**config.mk**
```make
export PLATFORM = sky130hd
export DESIGN_NAME = serial_subtractor_ctrl
export DESIGN_NICKNAME = d
export VERILOG_FILES = /design/src/rtl/serial_subtractor_ctrl.sv
export SDC_FILE = /design/constraint.sdc
export NUM_CORES = 1
export LEC_CHECK = 0
export ABC_CLOCK_PERIOD_IN_PS = 2000
export CORE_ASPECT_RATIO = 1.75
export CORE_MARGIN = 5
export CORE_UTILIZATION = 40
export DETAILED_ROUTE_END_ITERATION = 16
export DONT_BUFFER_PORTS = 1
export GPL_ROUTABILITY_DRIVEN = 0
export GPL_TIMING_DRIVEN = 0
export PLACE_DENSITY_LB_ADDON = 0.1
export SYNTH_ARGS = -nofsm -noshare
export SYNTH_HDL_FRONTEND = slang
export SYNTH_SLANG_ARGS = --single-unit
export TNS_END_PERCENT = 5
```
**constraint.sdc**
```tcl
create_clock -name clk -period 2 [get_ports clk]
set_input_delay 0.2 -clock clk [delete_from_list [all_inputs] [get_ports clk]]
set_output_delay 0.2 -clock clk [all_outputs]
set_load 0.01 [all_outputs]
```
**src/rtl/serial_subtractor_ctrl.sv**
```systemverilog
// Bit-serial N-bit subtractor: one 1-bit full-subtractor cell is stepped
// LSB-first over N clock edges to compute a - b - borrow_in.
//
// Handshake: start is a request that is accepted only on an edge where the
// controller is IDLE. Operands are captured on that edge, busy is high for
// the N RUN cycles, and done is a single-cycle pulse during which diff,
// borrow_out and zero are valid. These result outputs keep their value until
// the next accepted operation finishes or rst is asserted.

// Combinational 1-bit full subtractor: d = x - y - bin, with a borrow out.
module fs_cell (
  input  logic x_i,
  input  logic y_i,
  input  logic bin_i,
  output logic d_o,
  output logic bout_o
);
  assign d_o    = x_i ^ y_i ^ bin_i;
  assign bout_o = (~x_i & y_i) | (~(x_i ^ y_i) & bin_i);
endmodule

module serial_subtractor_ctrl #(
  parameter int N = 4
) (
  input  logic         clk,
  input  logic         rst,
  input  logic         start,
  input  logic [N-1:0] a,
  input  logic [N-1:0] b,
  input  logic         borrow_in,
  output logic         busy,
  output logic         done,
  output logic [N-1:0] diff,
  output logic         borrow_out,
  output logic         zero,
  output logic [1:0]   state_o
);

  localparam int CW = $clog2(N) + 1;
  localparam logic [CW-1:0] LAST = CW'(N - 1);

  typedef enum logic [1:0] {
    IDLE = 2'd0,
    RUN  = 2'd1,
    DONE = 2'd2
  } state_t;

  state_t        state_q, state_d;
  logic [N-1:0]  a_sh_q, b_sh_q, diff_sh_q;
  logic          brw_q;
  logic [CW-1:0] cnt_q;
  logic [N-1:0]  diff_q;
  logic          bout_q;
  logic          zero_q;

  logic          cell_d, cell_bout;
  logic [N-1:0]  d_vec;
  logic [N-1:0]  diff_next;

  // The single shared cell always looks at the current LSBs and running borrow.
  fs_cell u_cell (
    .x_i    (a_sh_q[0]),
    .y_i    (b_sh_q[0]),
    .bin_i  (brw_q),
    .d_o    (cell_d),
    .bout_o (cell_bout)
  );

  // New difference bit enters at the MSB so that after N shifts bit 0 is LSB.
  always_comb begin
    d_vec        = '0;
    d_vec[N-1]   = cell_d;
    diff_next    = (diff_sh_q >> 1) | d_vec;
  end

  // State register.
  always_ff @(posedge clk) begin
    if (rst) state_q <= IDLE;
    else     state_q <= state_d;
  end

  // Next-state logic: DONE always lasts one cycle, start only matters in IDLE.
  always_comb begin
    state_d = state_q;
    case (state_q)
      IDLE:    if (start) state_d = RUN;
      RUN:     if (cnt_q == LAST) state_d = DONE;
      DONE:    state_d = IDLE;
      default: state_d = IDLE;
    endcase
  end

  // Datapath: operand capture, per-bit shifting and result registration.
  always_ff @(posedge clk) begin
    if (rst) begin
      a_sh_q    <= '0;
      b_sh_q    <= '0;
      diff_sh_q <= '0;
      brw_q     <= 1'b0;
      cnt_q     <= '0;
      diff_q    <= '0;
      bout_q    <= 1'b0;
      zero_q    <= 1'b0;
    end else begin
      case (state_q)
        IDLE: begin
          if (start) begin
            a_sh_q    <= a;
            b_sh_q    <= b;
            brw_q     <= borrow_in;
            diff_sh_q <= '0;
            cnt_q     <= '0;
          end
        end
        RUN: begin
          a_sh_q    <= a_sh_q >> 1;
          b_sh_q    <= b_sh_q >> 1;
          diff_sh_q <= diff_next;
          brw_q     <= cell_bout;
          cnt_q     <= cnt_q + CW'(1);
          // Last bit: publish the complete result, held until the next op ends.
          if (cnt_q == LAST) begin
            diff_q <= diff_next;
            bout_q <= cell_bout;
            zero_q <= (diff_next == '0);
          end
        end
        default: ;
      endcase
    end
  end

  assign busy       = (state_q == RUN);
  assign done       = (state_q == DONE);
  assign diff       = diff_q;
  assign borrow_out = bout_q;
  assign zero       = zero_q;
  assign state_o    = state_q;

endmodule

```
## After elaboration in Yosys (flattened, before gate mapping)

Index checks and enable logic that the tools add are counted.

- Reduce and logical (&&, ||, !) cells: 6
- Bitwise logic cells: 8
- Muxes and demuxes: 13
- Add/sub/neg operators: 1
- Eq/ne operators: 5

Operators with widths:

| operator | count |
|---|---|
| 4-bit case mux with 2 select lines | 3 |
| 4-bit 2-to-1 mux | 3 |
| 3-bit case mux with 2 select lines | 1 |
| 2-bit AND reduction | 3 |
| 4-bit zero test | 1 |
| 2-bit 2-to-1 mux | 2 |
| 3-bit by 4-bit bitwise OR with 4-bit output | 1 |
| 2-bit case mux with 2 select lines | 1 |
| 3-bit by 1-bit adder with 3-bit output (second input constant) | 1 |
| 3-bit by 2-bit == test with 1-bit output (second input constant) | 1 |
| 3-bit 2-to-1 mux | 1 |
| 1-bit AND | 2 |
| 2-bit by 1-bit == test with 1-bit output (second input constant) | 1 |
| 2-bit == test (second input constant) | 1 |
| 2-bit zero test | 1 |
| 2-bit by 1-bit inequality test with 1-bit output (second input constant) | 1 |
| 2-bit inequality test (second input constant) | 1 |
| 1-bit inverter | 2 |
| 1-bit case mux with 2 select lines | 1 |
| 2-bit nonzero test | 1 |
| 1-bit bitwise XOR | 2 |
| 1-bit 2-to-1 mux | 1 |
| 1-bit bitwise OR | 1 |

- Input bits: 12
- Logic and storage cells: 42
- Flip-flop bits (word level): 24

## Logic depth before layout (Yosys ltp)

Gate-level depths: netlist (run 1).

- Word-level depth: 5
- Mapped depth: 6
- Gate-level depth less buffers: 5

## Modules after synthesis

From an unflattened synthesis (run 1), not the netlist that was laid out.

- Cells, all modules: 100
- Area total of the unflattened synthesis: 980.9 um^2

Modules (own cells, without submodules):

| module | area an instance (um^2) | times used | cells each |
|---|---|---|---|
| serial_subtractor_ctrl | 949.7 | 1 | 96 |
| fs_cell | 31.3 | 1 | 4 |

## Worst setup path after synthesis (run 1)

No wires, ideal clock.

- Path kind: reg2reg
- Start: reg b_sh_q[0]
- End: reg zero_q, in the netlist zero
- Clock period less this slack: 1.336 ns
- Arrival time: 1.264 ns
- Stages on the path, launching flop included: 6
- Data required time: 1.929 ns
- Buffers on the path: 0
- Slack: 0.664 ns
- Path through: dfxtp_1 > inv_1 > fa_1 > nor4_1 > nand2_1 > a21oi_1

- Word-level cells in the longest chain between the ends: 4

RTL lines:

| item | RTL line | RTL |
|---|---|---|
| start: declaration | 49 | `logic [N-1:0] a_sh_q, b_sh_q, diff_sh_q;` |
| start signal: assignment | 117 | `b_sh_q <= b_sh_q >> 1;` |
| 1-bit bitwise XOR (2 in a row) | 18 | `assign d_o = x_i ^ y_i ^ bin_i;` |
| net cell_d | 56 | `logic cell_d, cell_bout;` |
| 3-bit by 4-bit bitwise OR with 4-bit output | 73 | `diff_next = (diff_sh_q >> 1) \| d_vec;` |
| 4-bit zero test | 125 | `zero_q <= (diff_next == '0);` |
| end signal: assignment | 125 |  |
| end: declaration | 54 | `logic zero_q;` |

The timed path passes the listed nets, and every way through them passes these cells.
A chain may end at the register's enable or synchronous reset.

## Final worst setup path (run 1)

Ends and elaborated chain as after synthesis.

==> results.md, run 1 <==
- The H-tree level count is 1.
- The routed wire length is 2121 um.
- Data on the critical path arrives at its endpoint at 1.65 ns.
- The final-report hold violation count is 0.
- After detailed routing, the met2 layer carries 1088 um of wire.
- The number of top-level pins is 22.
- The tool flagged a number of max-cap violations equal to 0.
- In the finished design, the share of the clock period the worst path needs comes to 72.34%.
- The top routing layer in use is met4.
- The via count of the first global-routing pass is 798.
- Per report_power, the sequential group accounts for 54.7% of the total.
- Compared with the post-synthesis result, the final layout area differs by 8.565%.
- The buffer type at the clock tree root is sky130_fd_sc_hd__clkbuf_8.
- A synthesized cell averages 9.694 um2.
- The area of the die is 3752 um2.
- For the worst setup path, the data required time is 2.20 ns.
- The worst clock skew is 0.003383 ns.
- The primary flip-flop cell chosen by synthesis mapping is sky130_fd_sc_hd__dfxtp_1.
- The path class of the tightest hold or removal check is input port to register.
- The synthesized netlist contains 28 unique library cells.
- The first detailed-routing pass took 2 iterations.
- The flow ran to the end, and the final reports show no timing, DRC or antenna violations.
- After synthesis the cells add up to 1037 um2.
- Entering global routing, the biggest net connects 14 pins.
- Dividing total power by cell area gives a power density of 803.9 nW/um2.
- The clock share of power is 32.3%.
- In the final timing run, aggregate negative setup slack is 0 ns.
- Ranked by instance count, the synthesized netlist is headed by sky130_fd_sc_hd__dfxtp_1, sky130_fd_sc_hd__nor2_1, sky130_fd_sc_hd__nand2_1.
- The clock net in this run drives a total of 23 sinks.
- During placement, the flow inserted port buffers numbering 0.
- Of the total power, combinational logic draws 13.0%.
- The clock tree from TritonCTS is done.
- In this run the tightest slew margin relative to its limit is 61.28%.
- The instance count of the mapped netlist is 107.
- Cells with a size suffix above 1 make up 16.07% of the layout.
- The net count of the mapped netlist is 122.
- Clock latency on the worst-skew pair, taken at its later pin, is 0.27 ns.
- The number of antenna repair diodes is 0.
- The final core area utilization is 45.18%.
- In the final routed layout, each cell accounts on average for 15.37 um.
- In this run the vertical extent of the chip is 77.37 um.
- The detailed router put a total of 908 um of wire on met1.
- The switching power of the nets is 231.5 uW.
- The maximum clock insertion buffer count is 2.
- After the first detailed-routing iteration, the DRC count stood at 11.
- The number of nets in the layout is 128.
- The global-route wire length before repair is 3677 um.
- Sorting the synthesized cells by area gives the leading types as sky130_fd_sc_hd__dfxtp_1, sky130_fd_sc_hd__mux2i_1, sky130_fd_sc_hd__nor2_1, sky130_fd_sc_hd__a22oi_1, sky130_fd_sc_hd__a211oi_2.
- The largest fanout on the critical path is 3.
- Setup violations remaining at the end of the flow were counted as 0.
- The worst setup path is captured at a register.
- The die width is 48.50 um.
- The number of placed instances with taps included is 133.
- The startpoint type of the worst setup path is a register.
- The number of antenna violations at the first check in global routing was 0.
- For this run, design rule violations remaining after detail routing come to 0.
- The type of the worst setup path is register to register.
- In the global route stage, overall resource usage came out at 12.08%.
- The post-cts sizing count is 0.
- The shortest clock period the worst path allows after layout is 1.447 ns.
- The internal power of the cells totals 673.7 uW.
- The post-detailed-placement half-perimeter wirelength is 1587 um.
- The number of flops mapped to enable cells by yosys is 0.
- The total overflow left after global routing is 0.
- The post-synthesis cell type with the largest combined area is sky130_fd_sc_hd__dfxtp_1.
- The total of warnings raised by yosys is 0.
- The fraction of registers with async set/reset is 0%.
- Of the synthesized area, sequential elements account for 44.39%.
- The total power after layout is 905.2 uW.
- The maximum clock rate is 691.1 MHz.
- Buffers inserted during clock tree synthesis total 3.
- The max-slew violation total from the final report is 0.
- The core box area is 2492 um2.
- The count of placed standard cells in the final layout, fillers left out is 138.
- Setup repair after global routing left no endpoint under its margin.
- Net switching is 25.58% of the power.
- In this run the core area contains 24 standard-cell rows.
- The detailed-routed wire length on met3 is 80 um.
- The synthesized flop and latch total is 23.
- For this design the static power due to leakage is 0.4316 nW.
- The area share of the largest cell type after synthesis is 44.39%.
- In the routed layout, each cell is associated on average with a via count of 5.377.
- By instance count, the leading cell after synthesis is sky130_fd_sc_hd__dfxtp_1.
- The peak supply drop is 0.4052 mV.
- The number of routed nets with antenna violations is 0.
- The starting utilization of the core area is 41.62%.
- At the pin with the least slew margin, the transition time is 0.5796 ns.
- The total via count in the routed design is 742.
- The worst path meets setup with 0.5531 ns of slack.
- The clock edge transition at the registers on the reported setup and hold paths is 0.08 ns.
- The pre-CTS worst setup slack is 0.5733 ns.
[area by class of cell]
type                       count  area (um2)
buffer                         8       67.56
clock inverter                 1       5.005
timing repair buffer           1       10.01
tap                           26       32.53
sequential                    23       460.4
inverter                       6       22.52
clock buffer                   3       41.29
fill                         255        1366
multi-input combinational     70       486.7
[cells in the final DEF (no fill, tap or decap), drive strengths merged]
master | Yosys | final
dfxtp | 23 | 23
nor2 | 17 | 17
nand2 | 10 | 10
a22oi | 7 | 7
a211oi | 7 | 7
inv | 6 | 6
mux2i | 6 | 6
buf | 6 | 6
a21oi | 5 | 5
clkbuf | 2 | 5
nor3b | 3 | 3
nor4 | 3 | 3
nor4b | 2 | 2
ha | 2 | 2
and2b | 1 | 1
nor2b | 1 | 1
and3b | 1 | 1
nand3b | 1 | 1
o21ba | 1 | 1
nor3 | 1 | 1
o21bai | 1 | 1
fa | 1 | 1
clkinv | 0 | 1
dlygate4sd3 | 0 | 1
[state kept, by name, summed over array words and instances, names as in the netlist]
register	cells
state_o	2
brw_q	1
borrow_out	1
zero	1
b_sh_q	4
diff_sh_q	3
a_sh_q	4
cnt_q	3
diff	4
[metrics by stage]
| stage | area [um2] | hold slack [ns] |
|---|---|---|
| 2_1_floorplan | 1037 | 0.2646 |
| 3_3_place_gp | 1070 | 0.2663 |
| 3_5_place_dp | 1070 | 0.2726 |
| 4_1_cts | 1126 | 0.08950 |
| 5_1_grt | 1126 | 0.08499 |
| 6_report | 1126 | 0.08577 |
[per-layer routing]
layer / up-vias / global-route usage (%)
met5: - / 0
met2: 11 / 20.81
met1: 349 / 13.49
met3: 5 / 2.682
li1: 377 / -
met4: 0 / 6.469
[worst max-delay path, stage by stage, from the launching register on]
cell                      delay [ns]
sky130_fd_sc_hd__dfxtp_1        0.34
sky130_fd_sc_hd__inv_1          0.06
sky130_fd_sc_hd__fa_1           0.53
sky130_fd_sc_hd__nor4_1         0.25
sky130_fd_sc_hd__nand2_1        0.09
sky130_fd_sc_hd__a21oi_1        0.13
[path summary, 6_finish.rpt]
| kind | cells past startpoint | from | slack, ns | to |
|---|---|---|---|---|
| max | 5 | b_sh_q[0] | 0.55 | zero |
| min | 2 | b[3] | 0.09 | b_sh_q[3] |
| max reg2reg | 5 | b_sh_q[0] | 0.55 | zero |
| min reg2reg | 2 | diff_sh_q[1] | 0.48 | diff[0] |
[timing repair]
| action | in CTS | in global routing |
|---|---|---|
| setup buffers | 0 | 0 |
| hold buffers | 1 | 0 |
| endpoints found under the hold margin | 3 | 0 |
[power groups by stage]
stage / sequential [mW] / clock (mW) / combinational, mW
2_1_floorplan: 0.502 / 0 / 0.0970
3_3_place_gp: 0.505 / 0 / 0.115
3_5_place_dp: 0.506 / 0 / 0.116
4_1_cts: 0.495 / 0.302 / 0.120
5_1_grt: 0.498 / 0.328 / 0.132
6_report: 0.495 / 0.293 / 0.118
[kinds of logic (layout without fill, tap and decap cells)]
family | Yosys count | in the layout | share of synthesized area [%]
buffers and inverters | 14 | 19 | 8.686
AO/OA/AOI/OAI | 21 | 21 | 16.29
multiplexers | 6 | 6 | 5.790
adder cells (fa/ha/maj) | 3 | 3 | 4.342
flip-flops | 23 | 23 | 44.39
AND/OR/NAND/NOR | 40 | 40 | 20.51
(Power assumes the default switching activity.)
==> run 2: changes to the inputs <==
- ABC_CLOCK_PERIOD_IN_PS: 2000 -> 1180
- clock period: 2 -> 1.18 ns (I/O delays scaled with it)
==> results.md, run 2 (same netlist as run 1, synthesis figures left out) <==
- The die width is 48.50 um.
- The type of the worst setup path is register to register.
- The critical path startpoint is brw_q.
- In the layout the commonest cells are sky130_fd_sc_hd__dfxtp_1, sky130_fd_sc_hd__nor2_1, sky130_fd_sc_hd__nand2_1.
- The number of CTS-inserted buffers is 3.
- Leaving out fill and tap cells, the most frequent cell in the layout is sky130_fd_sc_hd__dfxtp_1.
- Entering global routing, the biggest net connects 13 pins.
- The startpoint of the worst register-to-register path is brw_q.
- The most critical setup path has its endpoint at zero.
- IR analysis of the VDD net gives a maximum drop of 0.8048 mV.
- The maximum clock insertion buffer count is 2.
- The routed wire length is 2085 um.
- The final reports fail on hold timing, setup timing.
- The worst hold path class is input port to register.
- The first-iteration detailed-routing DRC count is 8.
- Measured in cells, the most critical reg-to-reg path has a length of 5.
- The clock edge transition at the registers on the reported setup and hold paths is 0.08 ns.
- The net count of the finished layout is 128.
- The clock share of power is 30.6%.
- The root buffer cell chosen for the clock tree is sky130_fd_sc_hd__clkbuf_8.
- The starting utilization of the core area is 41.62%.
- On the final layout, the worst clock skew is 0.002931 ns.
- Clock tree synthesis found a total of 23 sinks.
- The setup TNS is -0.2497 ns.
- The pin slew with the least headroom to its limit is 0.5289 ns.
- The standby leakage power is 0.4466 nW.
- The die height is 77.37 um.
- The area of the die is 3752 um2.
- The worst path required time is 1.38 ns.
- TritonCTS built the clock tree.
- The pre-antenna-repair detailed-routing pass consisted of 3 iterations.
- The reg-to-reg setup timing slack is -0.11 ns.
- The final-report hold violation count is 3.
- CTS built an H-tree with a depth of 1.
- Along the worst path, the maximum fanout reaches 3.
- The startpoint type of the worst setup path is a register.
- The pre-CTS worst setup slack is -0.1982 ns.
- The number of max-cap violations is 0.
- The number of buffers added on ports is 0.
- In this run the power spent charging and discharging nets is 369.4 uW.
- The headroom to the max-slew limit is 64.74%.
- Setup violations remaining at the end of the flow were counted as 6.
- The total global routing overflow is 0.
- 22 I/O pins were placed.
- Setup repair after global routing could not meet its margin everywhere.
- The number of stages on the worst setup path is 5.
- The fraction of power consumed by combinational cells is 14.5%.
- The fraction of layout instances using a drive strength above 1 is 33.04%.
- Dividing the detail-routed via count by the number of cells gives 5.543.
- The count of nets left with antenna violations once routing finished came out at 0.
- The sum of buffers and inverters on the critical path is 1.
- Grouping stages by cell kind, the critical path spends the most delay in adder cells.
- The number of antenna repair diodes is 0.
- The fraction of power consumed by sequential logic is 55.0%.
- The max-slew violation total from the final report is 0.
- The global-route usage over all layers is 11.89%.
- In the final routed layout, each cell accounts on average for 15.11 um.
- The worst register-to-register path ends at zero.
- The number of design rule violations left after detail routing is 0.
- The internal power of the cells totals 1.164 mW.
- The kind of end point of the critical path is a register.
- The maximum clock rate is 777.0 MHz.
- The shortest clock period the worst path allows after layout is 1.287 ns.
- The post-route fraction of the period consumed by the critical path is 109.1%.
- The maximum single-stage delay on the critical path is 0.49 ns.
- The run finished, with violations left.
- The critical path goes through inv_2, fa_2, nor4_2, nand2_1, a21oi_2.
- The via count of the first global-routing pass is 801.
- For this design the ratio of total power to cell area is 1252 nW/um2.
- Net switching is 24.09% of the power.
- The core box area is 2492 um2.
- The number of antenna violations at the first check in global routing is 0.
- Detailed routing inserted a total of 765 vias.
- The initialized floorplan defines 24 standard-cell rows.
- On the final layout, the worst hold slack is -0.09342 ns.
- Clock latency on the worst-skew pair, taken at its later pin, is 0.26 ns.
- Data on the critical path arrives at its endpoint at 1.48 ns.
- The HPWL after detailed placement is 1552 um.
- The standard cell with the maximum stage delay on the critical path is sky130_fd_sc_hd__fa_2.
- The area growth from synthesis to layout is 18.09%.
- After layout, the worst setup slack is -0.1070 ns.
- The first global-routing pass estimated 3615 um of wire.
run 2: cell types whose count changed in the layout (fill, tap and decap cells not counted), sizes merged:
cell,delta
buf,+1
clkinv,-1
dlygate4sd3,-1
clkbuf,+1
run 2: metal layers:
layer | vias up | global-route usage (%) | part of all wire [%]
met5 | - | 0 | 0
met2 | 21 | 19.90 | 50
met1 | 360 | 14.11 | 43
met3 | 5 | 2.682 | 5.0
met4 | 0 | 5.660 | 2.0
li1 | 379 | - | -
run 2: worst min-delay path by stage:
stage,startpoint,to,cells past startpoint
floorplan,rst,cnt_q[0],1
global placement,rst,cnt_q[0],1
detailed placement,rst,cnt_q[0],1
CTS,rst,cnt_q[0],1
global route,rst,cnt_q[0],1
finish,rst,cnt_q[0],1
run 2: layout make-up:
| class | count | area (um2) |
|---|---|---|
| Clock buffer | 4 | 45.04 |
| Timing Repair Buffer | 1 | 7.507 |
| Tap cell | 26 | 32.53 |
| Inverter | 6 | 22.52 |
| Buffer | 8 | 83.83 |
| Sequential cell | 23 | 470.5 |
| Multi-Input combinational cell | 70 | 563.0 |
| Fill cell | 253 | 1267 |
run 2: what timing repair did:
item	4_1_cts	5_1_grt
gates cloned	0	0
pin swaps	2	3
endpoints found under the hold margin	3	3
setup buffers	1	0
endpoints found under the setup margin	23	23
gates resized for setup	14	8
run 2: power groups by stage:
stage               Sequential, mW  Clock (mW)  Combinational (mW)
finish                       0.843       0.469               0.222
global placement             0.859           0               0.196
floorplan                    0.853           0               0.165
detailed placement           0.860           0               0.198
global route                 0.848       0.544               0.250
CTS                          0.845       0.494               0.224
run 2: metrics by stage:
step	util [%]	area, um2	hold WS [ns]	std cells	power (mW)
after floorplan	-	1051	0.1753	107	1.017
after global placement	43.47	1084	0.1769	133	1.055
after detailed placement	43.47	1084	0.1789	133	1.058
after CTS	47.94	1195	-0.1014	138	1.563
after global routing	49.15	1225	-0.1160	138	1.641
final	49.15	1225	-0.09342	138	1.534
